[config.mk]
export PLATFORM = sky130hd
export DESIGN_NAME = vga_timing_decoder
export DESIGN_NICKNAME = d
export VERILOG_FILES = /design/src/rtl/vga_timing_decoder.sv
export SDC_FILE = /design/constraint.sdc
export NUM_CORES = 1
export LEC_CHECK = 0
export CAP_MARGIN = 20
export CORE_MARGIN = 10
export CORE_UTILIZATION = 40
export CTS_BUF_LIST = sky130_fd_sc_hd__clkbuf_8
export DETAILED_ROUTE_END_ITERATION = 12
export DONT_BUFFER_PORTS = 1
export SLEW_MARGIN = 30
export SYNTH_ARGS = -nofsm -noshare
export SYNTH_HDL_FRONTEND = slang
export SYNTH_SLANG_ARGS = --single-unit
[constraint.sdc]
create_clock -name div_clk -period 2.62 [get_ports div_clk]
set_input_delay 0.524 -clock div_clk [delete_from_list [all_inputs] [get_ports div_clk]]
set_output_delay 0.524 -clock div_clk [all_outputs]
set_load 0.02 [all_outputs]
[src/rtl/vga_timing_decoder.sv]
// Recovers raster position from div_clk-domain hsync/vsync, measures line/frame
// length and tracks lock against the expected video mode.
module vga_timing_decoder #(
  parameter int H_TOTAL     = 800,
  parameter int H_SYNC      = 96,
  parameter int H_BACK      = 48,
  parameter int H_ACTIVE    = 640,
  parameter int V_TOTAL     = 525,
  parameter int V_SYNC      = 2,
  parameter int V_BACK      = 33,
  parameter int V_ACTIVE    = 480,
  parameter bit SYNC_POL    = 1'b0,
  parameter int LOCK_FRAMES = 2
) (
  input  logic        div_clk,
  input  logic        rst_n,
  input  logic        hsync_in,
  input  logic        vsync_in,
  output logic [10:0] pixel_x,
  output logic [10:0] pixel_y,
  output logic        active,
  output logic        frame_start,
  output logic [10:0] line_len,
  output logic [10:0] frame_len,
  output logic        locked,
  output logic        timing_err
);

  localparam logic [10:0] CNT_MAX = '1;
  localparam logic [10:0] H_LEN   = 11'(H_TOTAL);
  localparam logic [10:0] V_LEN   = 11'(V_TOTAL);
  localparam logic [11:0] H_START = 12'(H_SYNC + H_BACK);
  localparam logic [11:0] H_STOP  = 12'(H_SYNC + H_BACK + H_ACTIVE);
  localparam logic [11:0] V_START = 12'(V_SYNC + V_BACK);
  localparam logic [11:0] V_STOP  = 12'(V_SYNC + V_BACK + V_ACTIVE);
  localparam logic [7:0]  LOCK_N  = 8'(LOCK_FRAMES);

  typedef enum logic [1:0] {SEARCH, ACQUIRE, LOCKED} state_t;

  state_t      state, state_d;
  logic        hs_q, vs_q, hs_edge, vs_edge;
  logic [10:0] h_cnt, v_cnt, line_meas, frame_meas;
  logic        first_line, bad_in_frame;
  logic        line_bad, frame_bad, cnt_sat, err_d, active_d;
  logic [7:0]  good_cnt, good_d;

  assign hs_edge    = (hsync_in == SYNC_POL) && (hs_q != SYNC_POL);
  assign vs_edge    = (vsync_in == SYNC_POL) && (vs_q != SYNC_POL);
  assign line_meas  = (h_cnt == CNT_MAX) ? CNT_MAX : h_cnt + 11'd1;
  assign frame_meas = (v_cnt == CNT_MAX) ? CNT_MAX : v_cnt + 11'd1;
  assign line_bad   = hs_edge && !first_line && (line_meas != H_LEN);
  // A coincident hs_edge closes the last line of the ending frame, so it counts here
  assign frame_bad  = (frame_meas != V_LEN) || bad_in_frame || line_bad;
  assign cnt_sat    = (h_cnt == CNT_MAX) || (v_cnt == CNT_MAX);
  assign active_d   = ({1'b0, h_cnt} >= H_START) && ({1'b0, h_cnt} < H_STOP) &&
                      ({1'b0, v_cnt} >= V_START) && ({1'b0, v_cnt} < V_STOP);

  always_comb begin
    state_d = state;
    good_d  = good_cnt;
    err_d   = 1'b0;
    case (state)
      SEARCH: begin
        good_d = '0;
        if (vs_edge) state_d = ACQUIRE;
      end
      ACQUIRE: begin
        if (vs_edge) begin
          if (frame_bad) begin
            good_d = '0;
          end else begin
            good_d = good_cnt + 8'd1;
            if (good_cnt + 8'd1 >= LOCK_N) state_d = LOCKED;
          end
        end else if (line_bad) begin
          good_d = '0;
        end
      end
      LOCKED: begin
        if (line_bad || (vs_edge && frame_meas != V_LEN) || cnt_sat) begin
          err_d   = 1'b1;
          good_d  = '0;
          state_d = SEARCH;
        end
      end
      default: begin
        good_d  = '0;
        state_d = SEARCH;
      end
    endcase
  end

  always_ff @(posedge div_clk or negedge rst_n) begin
    if (!rst_n) begin
      state        <= SEARCH;
      good_cnt     <= '0;
      hs_q         <= ~SYNC_POL;
      vs_q         <= ~SYNC_POL;
      h_cnt        <= '0;
      v_cnt        <= '0;
      line_len     <= '0;
      frame_len    <= '0;
      first_line   <= 1'b1;
      bad_in_frame <= 1'b0;
    end else begin
      state    <= state_d;
      good_cnt <= good_d;
      hs_q     <= hsync_in;
      vs_q     <= vsync_in;

      if (hs_edge)              h_cnt <= '0;
      else if (h_cnt != CNT_MAX) h_cnt <= h_cnt + 11'd1;

      if (vs_edge)                          v_cnt <= '0;
      else if (hs_edge && v_cnt != CNT_MAX) v_cnt <= v_cnt + 11'd1;

      if (hs_edge) line_len  <= line_meas;
      if (vs_edge) frame_len <= frame_meas;

      if (state_d == SEARCH && state != SEARCH) first_line <= 1'b1;
      else if (hs_edge)                         first_line <= 1'b0;

      if (vs_edge)       bad_in_frame <= 1'b0;
      else if (line_bad) bad_in_frame <= 1'b1;
    end
  end

  always_ff @(posedge div_clk or negedge rst_n) begin
    if (!rst_n) begin
      pixel_x     <= '0;
      pixel_y     <= '0;
      active      <= 1'b0;
      frame_start <= 1'b0;
      locked      <= 1'b0;
      timing_err  <= 1'b0;
    end else begin
      active      <= active_d;
      pixel_x     <= active_d ? h_cnt - H_START[10:0] : '0;
      pixel_y     <= active_d ? v_cnt - V_START[10:0] : '0;
      frame_start <= vs_edge;
      locked      <= (state_d == LOCKED);
      timing_err  <= err_d;
    end
  end

endmodule
# Word level (Yosys, flattened, before mapping)
# Index checks and enable logic that the tools add are counted.
[classes]
n_mux = 25
n_eq_ne = 11
bitwise_logic = 2
addsub = 5
n_lt_le_gt_ge = 5
reduce_logical = 24
[ops]
columns = ["operator", "n"]
rows = [
  ["11-bit 2-to-1 mux", 8],
  ["8-bit 2-to-1 mux", 4],
  ["11-bit by 1-bit adder with 11-bit output, second input constant", 2],
  ["11-bit == test, second input constant", 2],
  ["11-bit by 10-bit < comparator with 1-bit output, second input constant", 2],
  ["11-bit by 10-bit != test with 1-bit output, second input constant", 2],
  ["11-bit != test, second input constant", 2],
  ["8-bit case mux with 2 select lines", 1],
  ["11-bit by 6-bit >= comparator with 1-bit output, second input constant", 1],
  ["11-bit by 8-bit >= comparator with 1-bit output, second input constant", 1],
  ["11-bit by 6-bit subtractor with 11-bit output, second input constant", 1],
  ["11-bit by 8-bit subtractor with 11-bit output, second input constant", 1],
  ["1-bit logical AND", 10],
  ["2-bit 2-to-1 mux", 5],
  ["2-bit nonzero test", 5],
  ["8-bit by 1-bit adder with 8-bit output, second input constant", 1],
  ["8-bit by 2-bit >= comparator with 1-bit output, second input constant", 1],
  ["1-bit 2-to-1 mux", 6],
  ["2-bit case mux with 3 select lines", 1],
  ["1-bit logical OR", 5],
  ["2-bit == test, second input constant", 2],
  ["2-bit logical NOT", 2],
  ["3-bit != test, second input constant", 1],
  ["2-bit by 1-bit == test with 1-bit output, second input constant", 1],
  ["4 further kinds", 5],
]
[totals]
word_cells = 88
reg_bits = 84
out_inout_bits = 48

# Depth between registers and ports, before layout
[logic_depth]
depth_word = 11
mapped_depth = 9
ltp_nobuf = 7

# Worst setup path after synthesis
# No wires, ideal clock.
[synth_timing]
path_type = "register -> register"
start = "register v_cnt[1]"
end = "register locked"
slack_ns = 0.271
setup_ns = 0.083
arrival_time_ns = 2.266
stages_incl_launch_ff = 8
path_cell_list = "dfrtp_1 > ha_1 > and3_1 > buf_2 > or4_1 > a211o_2 > or4_1 > o21ai_0"
[synth_between]
elab_chain_cells = 9
elab_cells_between_ends = 15
classes_between = "add/sub (1); eq/ne (3); mux (5); reduce/logical (6)"
[synth_lines]
columns = ["element", "line_no", "source"]
rows = [
  ["start: declaration", "42", "logic [10:0] h_cnt, v_cnt, line_meas, frame_meas;"],
  ["start signal: assignment", "115", "else if (hs_edge && v_cnt != CNT_MAX) v_cnt <= v_cnt + 11'd1;"],
  ["11-bit by 1-bit adder with 11-bit output or 11-bit == test (tied branches)", "50, 54", ""],
  ["11-bit 2-to-1 mux", "50", "assign frame_meas = (v_cnt == CNT_MAX) ? CNT_MAX : v_cnt + 11'd1;"],
  ["11-bit by 10-bit != test with 1-bit output", "53, 80", ""],
  ["1-bit logical OR or 1-bit logical AND (tied branches)", "53, 80", ""],
  ["1-bit logical OR, on equally long branches", "53, 80", ""],
  ["2-bit 2-to-1 mux or 1-bit logical OR (tied branches)", "69, 80", ""],
  ["2-bit 2-to-1 mux, on equally long branches", "68, 80", ""],
  ["2-bit case mux with 3 select lines *", "62", "case (state)"],
  ["2-bit == test *", "141", "locked <= (state_d == LOCKED);"],
  ["end signal: assignment", "141", ""],
  ["end: declaration", "25", "output logic locked,"],
]
# Mark *: on every way between the ends. The rest lies on a longest branch, timed or not.
# A chain may end at the register's enable or synchronous reset.

# Worst setup path in the final report
[layout_timing]
start = "register h_cnt[0]"
end = "register locked"
[layout_between]
elab_chain_cells = 9
elab_cells_between_ends = 14
classes_between = "add/sub (1); eq/ne (3); mux (5); reduce/logical (5)"
[layout_lines]
columns = ["element", "line_no", "source"]
rows = [
  ["start: declaration", "42", ""],
  ["start signal: assignment", "112", "else if (h_cnt != CNT_MAX) h_cnt <= h_cnt + 11'd1;"],
  ["11-bit by 1-bit adder with 11-bit output or 11-bit == test (tied branches)", "49, 54", ""],
  ["11-bit 2-to-1 mux", "49", "assign line_meas = (h_cnt == CNT_MAX) ? CNT_MAX : h_cnt + 11'd1;"],
  ["11-bit by 10-bit != test with 1-bit output", "51", "assign line_bad = hs_edge && !first_line && (line_meas != H_LEN);"],
  ["1-bit logical AND", "51", ""],
  ["1-bit logical OR, on equally long branches", "53, 80", ""],
  ["2-bit 2-to-1 mux or 1-bit logical OR (tied branches)", "69, 80", ""],
  ["2-bit 2-to-1 mux, on equally long branches", "68, 80", ""],
  ["2-bit case mux with 3 select lines *", "62", ""],
  ["2-bit == test *", "141", ""],
]
# Marks and branches as above.

==> metrics.md <==
| Metric | Value |
|---|---|
| Slowest stage delay, CP | `between 0.5 and 0.6 ns` |
| Bufs and invs on worst path | `0` |
| 1st-pass router iterations | `6` |
| Least-Margin Pin Slew | `0.407 ns` |
| Detailed placer's ending HPWL | `approximately 7000 µm` |
| Clk sink count | `between 80 and 90` |
| Die area | `~0.015 mm²` |
| TritonCTS buffer count | `9` |
| Post-synth ARST share | `1.00` |
| Residual DRC count | `0` |
| Initial core utilization | `0.410` |
| Via count | `3239` |
| Critical path type | `reg -> reg` |
| Yosys Warn Count | `0` |
| Clk buf depth | `2` |
| Pwr Total | `around 2.9 mW` |
| Antenna cell count | `0` |
| Final nets | `approximately 460` |
| Crit path max-delay cell type | `or4_1` |
| Avg WL per Cell | `~16 µm` |
| Fillcell total | `just over 1000` |
| Worst hold path type | `in -> async` |
| Post-route setup slack | `~0.19 ns` |
| Via-to-Cell Ratio | `5.45` |
| Cell row count | `37` |
| Setup TNS | `0 ns` |
| Area occupied by registers | `0.00211 mm²` |
| Post-Syn Area | `0.00421 mm²` |
| Worst-path cell chain | `ha_2 > nor4_1 > o221ai_2 > o41a_1 > or4_1 > o21ai_0` |
| Metal-1 WL | `~4300 µm` |
| Antenna violations before repair | `0` |
| Family with the most delay on the worst path | `simple AND/OR/NAND/NOR gates` |
| Worst skew pair latency | `between 0.3 and 0.4 ns` |
| Tmin final | `about 2.4 ns` |
| Layout area overhead | `10.5%` |
| Mapped Nets | `between 400 and 500` |
| RD Place Congestion | `about 0.85` |
| Leak | `about 2 nW` |
| Max Fclk | `411 MHz` |
| First-pass GRT wire length | `16300 µm` |
| IO Count | `52` |
| Max-Cap Viols | `0` |
| Critical path peak fanout | `6` |
| Seq/Total Area, Yosys | `0.500` |
| Met2 WL | `~4600 µm` |
| Mean Syn Cell Area | `between 9 and 10 µm²` |
| Vias in the first global route | `3195` |
| CTS tree | `yes` |
| Startpoint Class | `register` |
| RSZ-0062 raised after global routing | `false` |
| Placed insts | `~580` |
| VDD IR max | `approximately 0.46 mV` |
| Most frequent cells in the layout | `78 x dfrtp_1, 77 x nor2_1, 30 x nand2_1, 25 x o21ai_0` |
| Setup crit end kind | `register` |
| Total global-route track usage | `0.135` |
| #FFs+latches synth | `84` |
| Top_reg_cell synth | `dfrtp_1` |
| Clk slew on worst S/H paths | `about 0.080 ns` |
| Met3 WL | `around 660 µm` |
| Starting DRT DRC Count | `262` |
| Crit path required time | `between 2 and 3 ns` |
| Pwr Density | `between 600 and 700 mW/mm²` |
| Routed WL | `9750 µm` |
| Post-DRT Antenna Nets | `0` |
| Uppermost layer routed | `met4` |
| Die width | `about 120 µm` |
| H-tree lvl count | `3` |
| Status | `completed` |
| Final worst path period share | `0.928` |
| Post-synth cell types | `60` |
| # setup viols final | `0` |
| DP Worst Slack | `0.150 ns` |
| Rel. slew slack | `0.722` |
| Die height | `123 µm` |
| Root Driver | `clkbuf_8` |
| Max Clock Skew | `0.00880 ns` |
| Overflow after GRT | `0` |
| Hold Vio Cnt, Final | `0` |
| Port bufs | `0` |
| Post-synth EDFFs | `0` |
| Commonest non-fill, non-tap cell in the layout | `dfrtp_1` |
| Core area | `approximately 0.010 mm²` |
| Final Max Slew Viols | `0` |
| Arrival time worst endpoint | `~2.7 ns` |
| Pin count of the biggest net entering global routing | `83` |
| Synth Instances | `between 400 and 500` |
| Share of cells above drive strength 1 | `0.127` |
| Layout Cells excl Fill | `a little under 600` |
| Area of the multi-input gates | `~0.0019 mm²` |
[final cells by class]
type,count,area share
Sequential cell,84,0.453
Inverter,20,0.0161
Multi-Input combinational cell,314,0.403
Timing Repair Buffer,24,0.0436
Clock buffer,10,0.0296
Clock inverter,6,0.0172
Tap cell,136,0.0366
[state kept, by name, summed over array words and instances (netlist names)]
| register | flops |
|---|---|
| active | 1 |
| bad_in_frame | 1 |
| first_line | 1 |
| frame_len | 11 |
| frame_start | 1 |
| good_cnt | 8 |
| h_cnt | 11 |
| hs_q | 1 |
| line_len | 11 |
| locked | 1 |
| pixel_x | 11 |
| pixel_y | 11 |
| state | 2 |
| timing_err | 1 |
| v_cnt | 11 |
| vs_q | 1 |
[metal layers]
layer,vias up,GRT usage
li1,1554,-
met1,1590,0.170
met2,80,0.215
met3,15,0.0404
met4,0,0.0501
met5,-,0
[report_power, final]
part           switching [mW]  internal [mW]  total, mW
Clock                   0.464          0.555       1.02
Combinational           0.195          0.138      0.333
Sequential              0.164           1.38       1.54
Total                   0.823           2.07       2.90
[timing repair]
item	in CTS	in global routing
buffers inserted	0	0
hold buffers	2	0
setup endpoints to repair	0	12
endpoints found under the hold margin	82	0
resized for setup	0	4
[cells by family (layout without fill, tap and decap cells)]
kind of cell,Yosys count,in the layout,share of synthesized area
AOI/OAI and AO/OA,87,87,0.140
xor gates and xnor gates,27,27,0.0562
adders and majority gates,7,7,0.0208
buffers and inverters,50,60,0.0550
DFF,84,84,0.500
muxes,5,5,0.0122
and+or+nand+nor,188,188,0.216
[worst paths after layout]
| path | start | endpoint | slack (ns) | depth (start not counted) |
|---|---|---|---|---|
| max | h_cnt[0]$_DFFE_PN0P_ | locked$_DFF_PN0_ | 0.19 | 6 |
| min | rst_n | line_len[6]$_DFFE_PN0P_ | 0.06 | 1 |
| max reg2reg | h_cnt[0]$_DFFE_PN0P_ | locked$_DFF_PN0_ | 0.19 | 6 |
| min reg2reg | good_cnt[0]$_DFFE_PN0P_ | good_cnt[0]$_DFFE_PN0P_ | 0.57 | 1 |
| max in group asynchronous | rst_n | vs_q$_DFF_PN1_ | 1.87 | 1 |
| min in group div_clk | hsync_in | hs_q$_DFF_PN1_ | 0.15 | 0 |
[cell usage after synthesis (3+ instances only)]
cell	number	area share
nor2_1	77	0.069
o211ai_1	7	0.012
a31oi_1	13	0.019
a21oi_1	17	0.020
nand3_1	12	0.014
or3_1	3	0.0045
mux2i_1	4	0.0095
xor2_1	8	0.017
dfstp_2	3	0.019
xnor2_1	19	0.040
clkbuf_1	19	0.017
nand2_1	30	0.027
nand2b_1	5	0.0074
nor2b_1	5	0.0074
and3_1	8	0.012
nor4_1	4	0.0059
and2_1	7	0.010
nor3_1	13	0.015
or4_1	5	0.0089
buf_2	4	0.0048
dfrtp_1	81	0.48
o21ai_0	25	0.030
ha_1	7	0.021
inv_1	20	0.018
nand4_1	9	0.013
[through the flow]
stage / area (µm²) / utilization / hold slack, ns
after CTS: 4650 / 0.452 / 0.0668
after detailed placement: 4390 / 0.427 / 0.233
final: 4650 / 0.453 / 0.0566
after global placement: 4390 / 0.427 / 0.233
after floorplan: 4210 / - / 0.228
after global routing: 4650 / 0.453 / 0.0782
(Power assumes the default switching activity.)
